==> src/rtl/alu_bus_unit.sv <==
// Bus-side ALU: latches operands from the internal bus, computes on a latch strobe, drives result when enabled.
// Optional shift-add multiplier (op 1000) compiled in when ALU_BUS_MUL_EN is defined.
module alu_bus_unit (
  input  logic        clk,
  input  logic        rst,
  input  logic [15:0] bus_in,
  input  logic        alu_in1,
  input  logic        alu_in2,
  input  logic        alu_outlatch,
  input  logic        alu_out_en,
  input  logic [3:0]  op,
  output logic [15:0] bus_out,
  output logic        bus_drive,
  output logic        busy,
  output logic        flag_z,
  output logic        flag_c,
  output logic        flag_n,
  output logic        err
);

  logic [15:0] op_a, op_b, result;
  logic [15:0] alu_r;
  logic        alu_c, op_ok;
  logic [16:0] wide;
  logic        start_mul, single_write, err_next;

  always_comb begin
    alu_r = '0;
    alu_c = 1'b0;
    op_ok = 1'b1;
    wide  = '0;
    case (op)
      4'b0001: begin
        wide  = {1'b0, op_a} + {1'b0, op_b};
        alu_r = wide[15:0];
        alu_c = wide[16];
      end
      4'b0010: begin
        alu_r = op_a - op_b;
        alu_c = (op_a < op_b);
      end
      4'b0011: alu_r = op_a & op_b;
      4'b0100: alu_r = op_a | op_b;
      4'b0101: alu_r = op_a ^ op_b;
      // The extra 17th bit catches the last bit shifted out; it stays 0 for a zero shift.
      4'b0110: begin
        wide  = {1'b0, op_a} << op_b[3:0];
        alu_r = wide[15:0];
        alu_c = wide[16];
      end
      4'b0111: begin
        wide  = {op_a, 1'b0} >> op_b[3:0];
        alu_r = wide[16:1];
        alu_c = wide[0];
      end
`ifdef ALU_BUS_MUL_EN
      4'b1000: op_ok = 1'b1;
`endif
      default: op_ok = 1'b0;
    endcase
  end

`ifdef ALU_BUS_MUL_EN
  typedef enum logic {S_IDLE, S_MUL} state_t;
  state_t      state, state_next;
  logic [15:0] mul_a, mul_b;
  logic [31:0] acc, acc_next;
  logic [3:0]  cnt;
  logic        mul_done;

  assign busy      = (state == S_MUL);
  assign start_mul = alu_outlatch & ~busy & (op == 4'b1000);
  assign mul_done  = busy & (cnt == 4'd15);
  assign acc_next  = acc + (mul_b[cnt] ? ({16'h0000, mul_a} << cnt) : 32'h0);

  always_ff @(posedge clk or posedge rst) begin
    if (rst) state <= S_IDLE;
    else     state <= state_next;
  end

  always_comb begin
    state_next = state;
    case (state)
      S_IDLE:  if (start_mul) state_next = S_MUL;
      S_MUL:   if (cnt == 4'd15) state_next = S_IDLE;
      default: state_next = S_IDLE;
    endcase
  end

  // Multiplier works on private copies so operand loads stay legal while busy.
  always_ff @(posedge clk or posedge rst) begin
    if (rst) begin
      mul_a <= '0;
      mul_b <= '0;
      acc   <= '0;
      cnt   <= '0;
    end else if (start_mul) begin
      mul_a <= op_a;
      mul_b <= op_b;
      acc   <= '0;
      cnt   <= '0;
    end else if (busy) begin
      acc <= acc_next;
      cnt <= cnt + 4'd1;
    end
  end
`else
  assign busy      = 1'b0;
  assign start_mul = 1'b0;
`endif

  assign single_write = alu_outlatch & ~busy & ~start_mul;
  assign err_next     = (alu_outlatch & (busy | ~op_ok)) | (alu_out_en & busy);

  always_ff @(posedge clk or posedge rst) begin
    if (rst) begin
      op_a   <= '0;
      op_b   <= '0;
      result <= '0;
      flag_z <= 1'b0;
      flag_c <= 1'b0;
      flag_n <= 1'b0;
      err    <= 1'b0;
    end else begin
      if (alu_in1) op_a <= bus_in;
      if (alu_in2) op_b <= bus_in;
      err <= err_next;
      if (single_write) begin
        result <= alu_r;
        flag_z <= (alu_r == 16'h0000);
        flag_c <= alu_c;
        flag_n <= alu_r[15];
      end
`ifdef ALU_BUS_MUL_EN
      else if (mul_done) begin
        result <= acc_next[15:0];
        flag_z <= (acc_next[15:0] == 16'h0000);
        flag_c <= |acc_next[31:16];
        flag_n <= acc_next[15];
      end
`endif
    end
  end

  assign bus_drive = alu_out_en & ~busy;
  assign bus_out   = bus_drive ? result : 16'h0000;

endmodule

==> config.mk <==
export PLATFORM = sky130hd
export DESIGN_NAME = alu_bus_unit
export DESIGN_NICKNAME = d
export VERILOG_FILES = /design/src/rtl/alu_bus_unit.sv
export SDC_FILE = /design/constraint.sdc
export NUM_CORES = 1
export LEC_CHECK = 0
export ABC_AREA = 1
export ABC_CLOCK_PERIOD_IN_PS = 2600
export CAP_MARGIN = 25
export CELL_PAD_IN_SITES_DETAIL_PLACEMENT = 2
export CELL_PAD_IN_SITES_GLOBAL_PLACEMENT = 2
export CORE_MARGIN = 2
export CORE_UTILIZATION = 32
export CTS_CLUSTER_SIZE = 8
export DETAILED_ROUTE_END_ITERATION = 12
export GPL_TIMING_DRIVEN = 0
export PLACE_DENSITY_LB_ADDON = 0.08
export SYNTH_ARGS = -nofsm -noshare
export SYNTH_HDL_FRONTEND = slang
export SYNTH_SLANG_ARGS = --single-unit
export TNS_END_PERCENT = 1
==> constraint.sdc <==
create_clock -name clk -period 2.6 [get_ports clk]
set_input_delay 0.52 -clock clk [delete_from_list [all_inputs] [get_ports clk]]
set_output_delay 0.52 -clock clk [all_outputs]
set_load 0.01 [all_outputs]
==> results of run 1 <==
## per-layer routing
| metal | part of all wire [%] | GRT usage [%] | routed length (um) |
|---|---|---|---|
| met4 | 3.9 | 11.2 | 1270 |
| met2 | 48 | 52.1 | 15700 |
| met3 | 4.1 | 3.05 | 1340 |
| met1 | 44 | 40.3 | 14300 |
| met5 | 0 | 0 | 0 |
## logic make-up after synthesis
group	count (synthesis)	synth area share, %
other cells	1	0.0594
buf+inv	187	12.6
simple gates	688	46.9
fa+ha+maj	53	10.7
xor+xnor	1	0.139
flops	51	20.2
compound gates	110	9.43
## power by group
part           total (mW)  internal (mW)  switching, mW  leakage, nW
sequential          0.966          0.881         0.0851        0.621
combinational        2.02          0.659           1.36         3.50
clock               0.820          0.480          0.339       0.0868
## cell type report
cell class / count / area, um2 / area share [%]
Multi-Input combinational cell: 853 / 4650 / 58.2
Sequential cell: 51 / 1300 / 16.2
Timing Repair Buffer: 73 / 676 / 8.46
Inverter: 142 / 554 / 6.94
Tap cell: 265 / 332 / 4.15
Buffer: 44 / 312 / 3.90
Clock buffer: 6 / 139 / 1.74
Clock inverter: 2 / 35.0 / 0.439
## tightest hold or removal path, cell delays in order, from the launching register on
cell,delay [ns]
dfrtp_1,0.35
nand2_1,0.06
nand2_1,0.05
## cell usage in the layout (no fill, tap or decap), drive strengths merged, types with 31 or more instances in the layout
cell | synthesis | routed
a21oi | 31 | 31
buf | 33 | 56
clkdlybuf4s50 | 0 | 44
dfrtp | 51 | 51
ha | 51 | 51
inv | 142 | 141
nand2 | 387 | 387
nand3 | 172 | 172
nor2 | 102 | 102
o21ai | 59 | 59
## through the flow
step           power (mW)  cells  instance area (um2)  setup slack, ns
2_1_floorplan        2.04   1091                 6320            0.245
6_report             3.80   1436                 7990          -0.0393
5_1_grt              4.04   1436                 7990          -0.0669
4_1_cts              3.61   1416                 7560          0.00105
3_5_place_dp         2.70   1402                 7120           -0.739
3_3_place_gp         2.63   1401                 7100           -0.659
## registers in the layout, indices dropped and copies added, names as in the netlist
register / flops
op_a: 16
op_b: 16
result: 15
err: 1
flag_c: 1
flag_n: 1
flag_z: 1
## worst min-delay path by stage
stage | slack (ns) | cells after the start | to | startpoint
finish | 0.48 | 2 | result[10] | result[10]
global route | 0.51 | 2 | result[13] | result[13]
CTS | 0.49 | 2 | result[10] | result[10]
detailed placement | 0.47 | 2 | result[10] | result[10]
global placement | 0.46 | 2 | result[10] | result[10]
floorplan | 0.45 | 2 | result[9] | result[9]
## timing repair
action	in CTS	in global routing
gates resized for setup	70	77
pin swaps	15	13
setup endpoints to repair	16	9
buffers inserted	7	20
==> impl_metrics.json, run 1 <==
{
  "status": "finished with violations",
  "violations": "negative setup slack",
  "grt_max_degree": 36,
  "clk_latency_ns": 0.31,
  "nets": 1249,
  "synth-seq-area-share_pct": 20.2,
  "crit_fanout": 7,
  "crit_top_cell": "nor2_1",
  "hold_buffers": 0,
  "cts-root-buf": "clkbuf_16",
  "htree_levels": 2,
  "fin_crit_sh_pct": 102,
  "drive_above_1_share_pct": 16.4,
  "critPathSlowestCell": "clkdlybuf4s50_1",
  "ys_ff_latch": 51,
  "area_growth_syn_to_layout_pct": 26.5,
  "synth_most_common_cell": "nand2_1",
  "cpPeakStageDelay_ns": 0.55,
  "crit_chain": "clkdlybuf4s50_1 -> nand2_2 -> inv_1 -> nand2_2 -> nor2_1 -> nor2_1 -> nand3_1 -> nor2_4 -> nand3_1 -> nor2_1 -> nand3_2 -> o21bai_2",
  "synth_warnings": 0,
  "fin_util_pct": 41.2,
  "numCtsBuffers": 5,
  "fp.dieH_um": 145,
  "place_congestion": 0.908,
  "synth_ff_type": "dfrtp_1",
  "track_usage_pct": 30.6,
  "timing.hold.ws_ns": 0.484,
  "initialDrtViolationCount": 373,
  "path_delay_family": "simple AND/OR/NAND/NOR gates",
  "leakage_nw": 4.21,
  "grt_pass1_wl_um": 47000,
  "post-dp-hpwl_um": 25200,
  "die_w_um": 145,
  "numClockSinks": 51,
  "syn_area_um2": 6320,
  "io_buffers": 45,
  "start_util_pct": 32.6,
  "postLayoutSetupSlackWorst_ns": -0.0393,
  "min_path_type": "reg2reg",
  "critPathRequiredTime_ns": 2.84,
  "synth.distinct_cells": 39,
  "fp.dieArea_um2": 20900,
  "nFillCells": 2470,
  "drt_pass1_iterations": 5,
  "startpoint_type": "primary input",
  "wl_per_cell_um": 22.7,
  "cp-end-kind": "register",
  "synth_edf_count": 0,
  "antenna_found_initial": 0,
  "synthTopCellsByCount": "nand2_1 (377), nand3_1 (168), inv_1 (138)",
  "vias": 7805,
  "clk_path_buf_depth": 2,
  "worst_slew_pin_slew_ns": 0.678,
  "crit_buf_inv": 2,
  "slew_headroom_pct": 54.8,
  "arrival_ns": 2.88,
  "drcViolationCount": 0,
  "routed_via_density": 5.44,
  "first_global_vias": 7752,
  "final_hold_viol_count": 0,
  "synth.largest_area_cell": "nand2_1",
  "power_density_nw_per_um2": 476,
  "final_antenna_net_count": 0,
  "critPathLaunch": "op[0]",
  "drv_slew": 0,
  "r2r-start": "op_a[12]",
  "netlist_instances": 1091,
  "finalSetupTns_ns": -0.0393,
  "yosysTopAreaCellShare_pct": 22.4,
  "synth_fp_nets": 1170,
  "fmax_ghz": 0.379,
  "crit_type": "in2reg",
  "cts_tree": "built",
  "critical_path.endpoint": "flag_z",
  "setup_violations": 1,
  "cap_violations": 0,
  "overflow": 0,
  "r2r_slack_ns": -0.01,
  "clk_pin_slew_ns": 0.07,
  "netlist_top_cells_area": "nand2_1 (22%), dfrtp_1 (20%), nand3_1 (13%)",
  "rr_worst_depth": 12,
  "layout_min_cycle_time_ns": 2.64,
  "syn_avg_cell_area_um2": 5.79,
  "wirelength_um": 32600,
  "critical_path_depth": 12,
  "diodes": 0,
  "core-area_um2": 19400,
  "fp-row-count": 51,
  "peakVddDrop_mv": 0.244,
  "reg2reg_to": "flag_z",
  "skew_ns": 0.00780,
  "synthArstFlopShare_pct": 100,
  "io-pin-count": 48
}
No activity file was read; power rests on OpenSTA's default activity.
==> run 2: changes to the inputs <==
CORE_ASPECT_RATIO = 1.2   (was unset)
==> impl_metrics.json, run 2 (synthesis results as in run 1) <==
{
  "drcViolationCount": 0,
  "placedCellCount": 1398,
  "diodes": 0,
  "setup_violations": 0,
  "arrival_ns": 2.82,
  "cts_tree": "built",
  "top_regs": "op_a: 16 flops, op_b: 16 flops, result: 15 flops",
  "power_density_nw_per_um2": 474,
  "p_comb_share_pct": 52.8,
  "rr_worst_depth": 16,
  "first_global_vias": 8171,
  "initialDrtViolationCount": 426,
  "clk_pin_slew_ns": 0.08,
  "drive_above_1_share_pct": 15.9,
  "wirelength_um": 32100,
  "critPathRequiredTime_ns": 2.85,
  "nets": 1263,
  "stdcell_area_um2": 7950,
  "fp-row-count": 56,
  "leakage_nw": 4.23,
  "peakVddDrop_mv": 0.243,
  "startpoint_type": "register",
  "start_util_pct": 32.4,
  "clk_latency_ns": 0.32,
  "slew_headroom_pct": 59.9,
  "io-pin-count": 48,
  "overflow": 0,
  "routed_via_density": 5.34,
  "grt_pass1_wl_um": 48200,
  "grt_max_degree": 37,
  "fin_util_pct": 40.8,
  "track_usage_pct": 30.5,
  "vias": 7718,
  "worst_slew_pin_slew_ns": 0.601,
  "die_w_um": 132,
  "p_switching_mw": 1.76,
  "fin_cells": 1446,
  "fp.dieArea_um2": 20900,
  "wl_per_cell_um": 22.2,
  "switching_share_pct": 46.8,
  "htree_levels": 2,
  "most-common-layout-cells": "nand2_1 (361), nand3_1 (157), inv_1 (131)",
  "hold_path_depth": 2,
  "cp-end-kind": "register",
  "critPathSlowestCell": "dfrtp_1",
  "status": "complete, no violations",
  "post-dp-hpwl_um": 25400,
  "hold_buffers": 0,
  "numCtsBuffers": 5,
  "io_buffers": 45,
  "placed_cell_area_um2": 7110,
  "numClockSinks": 51,
  "cts-root-buf": "clkbuf_16",
  "crit_chain": "buf_4 -> inv_2 -> buf_12 -> ha_1 -> nor2_1 -> nand2_2 -> nand2_1 -> nand2_1 -> o21ai_0 -> nand2_1 -> nand3_1 -> nor2_2 -> nand3_1 -> nor2_1 -> nand3_1 -> o21bai_2",
  "finalSetupTns_ns": 0,
  "final_antenna_net_count": 0,
  "p_seq_share_pct": 25.3,
  "min_path_type": "reg2reg",
  "crit_fanout": 10,
  "place_congestion": 0.923,
  "final_hold_viol_count": 0,
  "drt_pass1_iterations": 5,
  "antenna_found_initial": 0,
  "layout_min_cycle_time_ns": 2.58,
  "p_clk_share_pct": 21.9,
  "final_common_cell": "nand2_1",
  "core-area_um2": 19500,
  "p_int_mw": 2.01,
  "cpPeakStageDelay_ns": 0.40,
  "crit_type": "reg2reg",
  "fmax_ghz": 0.388,
  "clk_path_buf_depth": 2,
  "fp.dieH_um": 158,
  "fin_crit_sh_pct": 99.2,
  "cap_violations": 0,
  "drv_slew": 0,
  "totalPowerFinal_mw": 3.77,
  "area_growth_syn_to_layout_pct": 25.8,
  "skew_ns": 0.00937
}
[run 2: power by group through the flow]
stage	combinational, mW	sequential (mW)	clock, mW
after floorplan	1.09	0.954	0
after global placement	1.68	0.990	0
after detailed placement	1.72	0.994	0
after CTS	1.80	0.977	0.834
after global routing	2.18	0.965	0.874
final	1.99	0.954	0.825
[run 2: repair_timing]
action | CTS | global route
endpoints found under the setup margin | 15 | 5
setup buffers | 5 | 35
pin swaps | 3 | 9
cloned | 1 | 0
gates resized for setup | 53 | 55
[run 2: worst paths after layout]
path / slack, ns / from / to
setup / recovery: 0.02 / op_b[2] / flag_z
hold / removal: 0.49 / result[10] / result[10]
setup reg to reg: 0.02 / op_b[2] / flag_z
hold reg to reg: 0.49 / result[10] / result[10]
max in group asynchronous: 1.51 / rst / op_b[3]
min in group asynchronous: 0.51 / rst / op_b[13]
[run 2: layout make-up]
| class | instances | area [um2] |
|---|---|---|
| buffer | 44 | 294 |
| clock buffer | 5 | 125 |
| clock inverter | 3 | 46.3 |
| fill | 2534 | 11500 |
| inverter | 142 | 551 |
| multi-input combinational | 853 | 4500 |
| sequential | 51 | 1300 |
| tap | 261 | 327 |
| timing repair buffer | 87 | 805 |
[run 2: metal layers]
| layer | GRT usage [%] | share of wire [%] | up-vias |
|---|---|---|---|
| met4 | 11.7 | 4.2 | 0 |
| met3 | 1.83 | 2.2 | 57 |
| met2 | 58.5 | 52 | 142 |
| met5 | 0 | 0 | - |
| met1 | 35.5 | 41 | 3881 |
| li1 | - | - | 3638 |
[run 2: through the flow]
stage               setup WS, ns  hold WS (ns)
global placement          -0.582         0.466
global route             -0.0389         0.506
floorplan                  0.245         0.449
CTS                      0.00454         0.491
detailed placement        -0.636         0.471
finish                    0.0219         0.485
[run 2: critical path: cells and delay by family (launching register included)]
family | cells | cell delay [ns]
DFF | 1 | 0.40
adders and majority gates | 1 | 0.33
buffers and inverters | 3 | 0.42
AOI/OAI and AO/OA | 2 | 0.23
and+or+nand+nor | 10 | 1.13
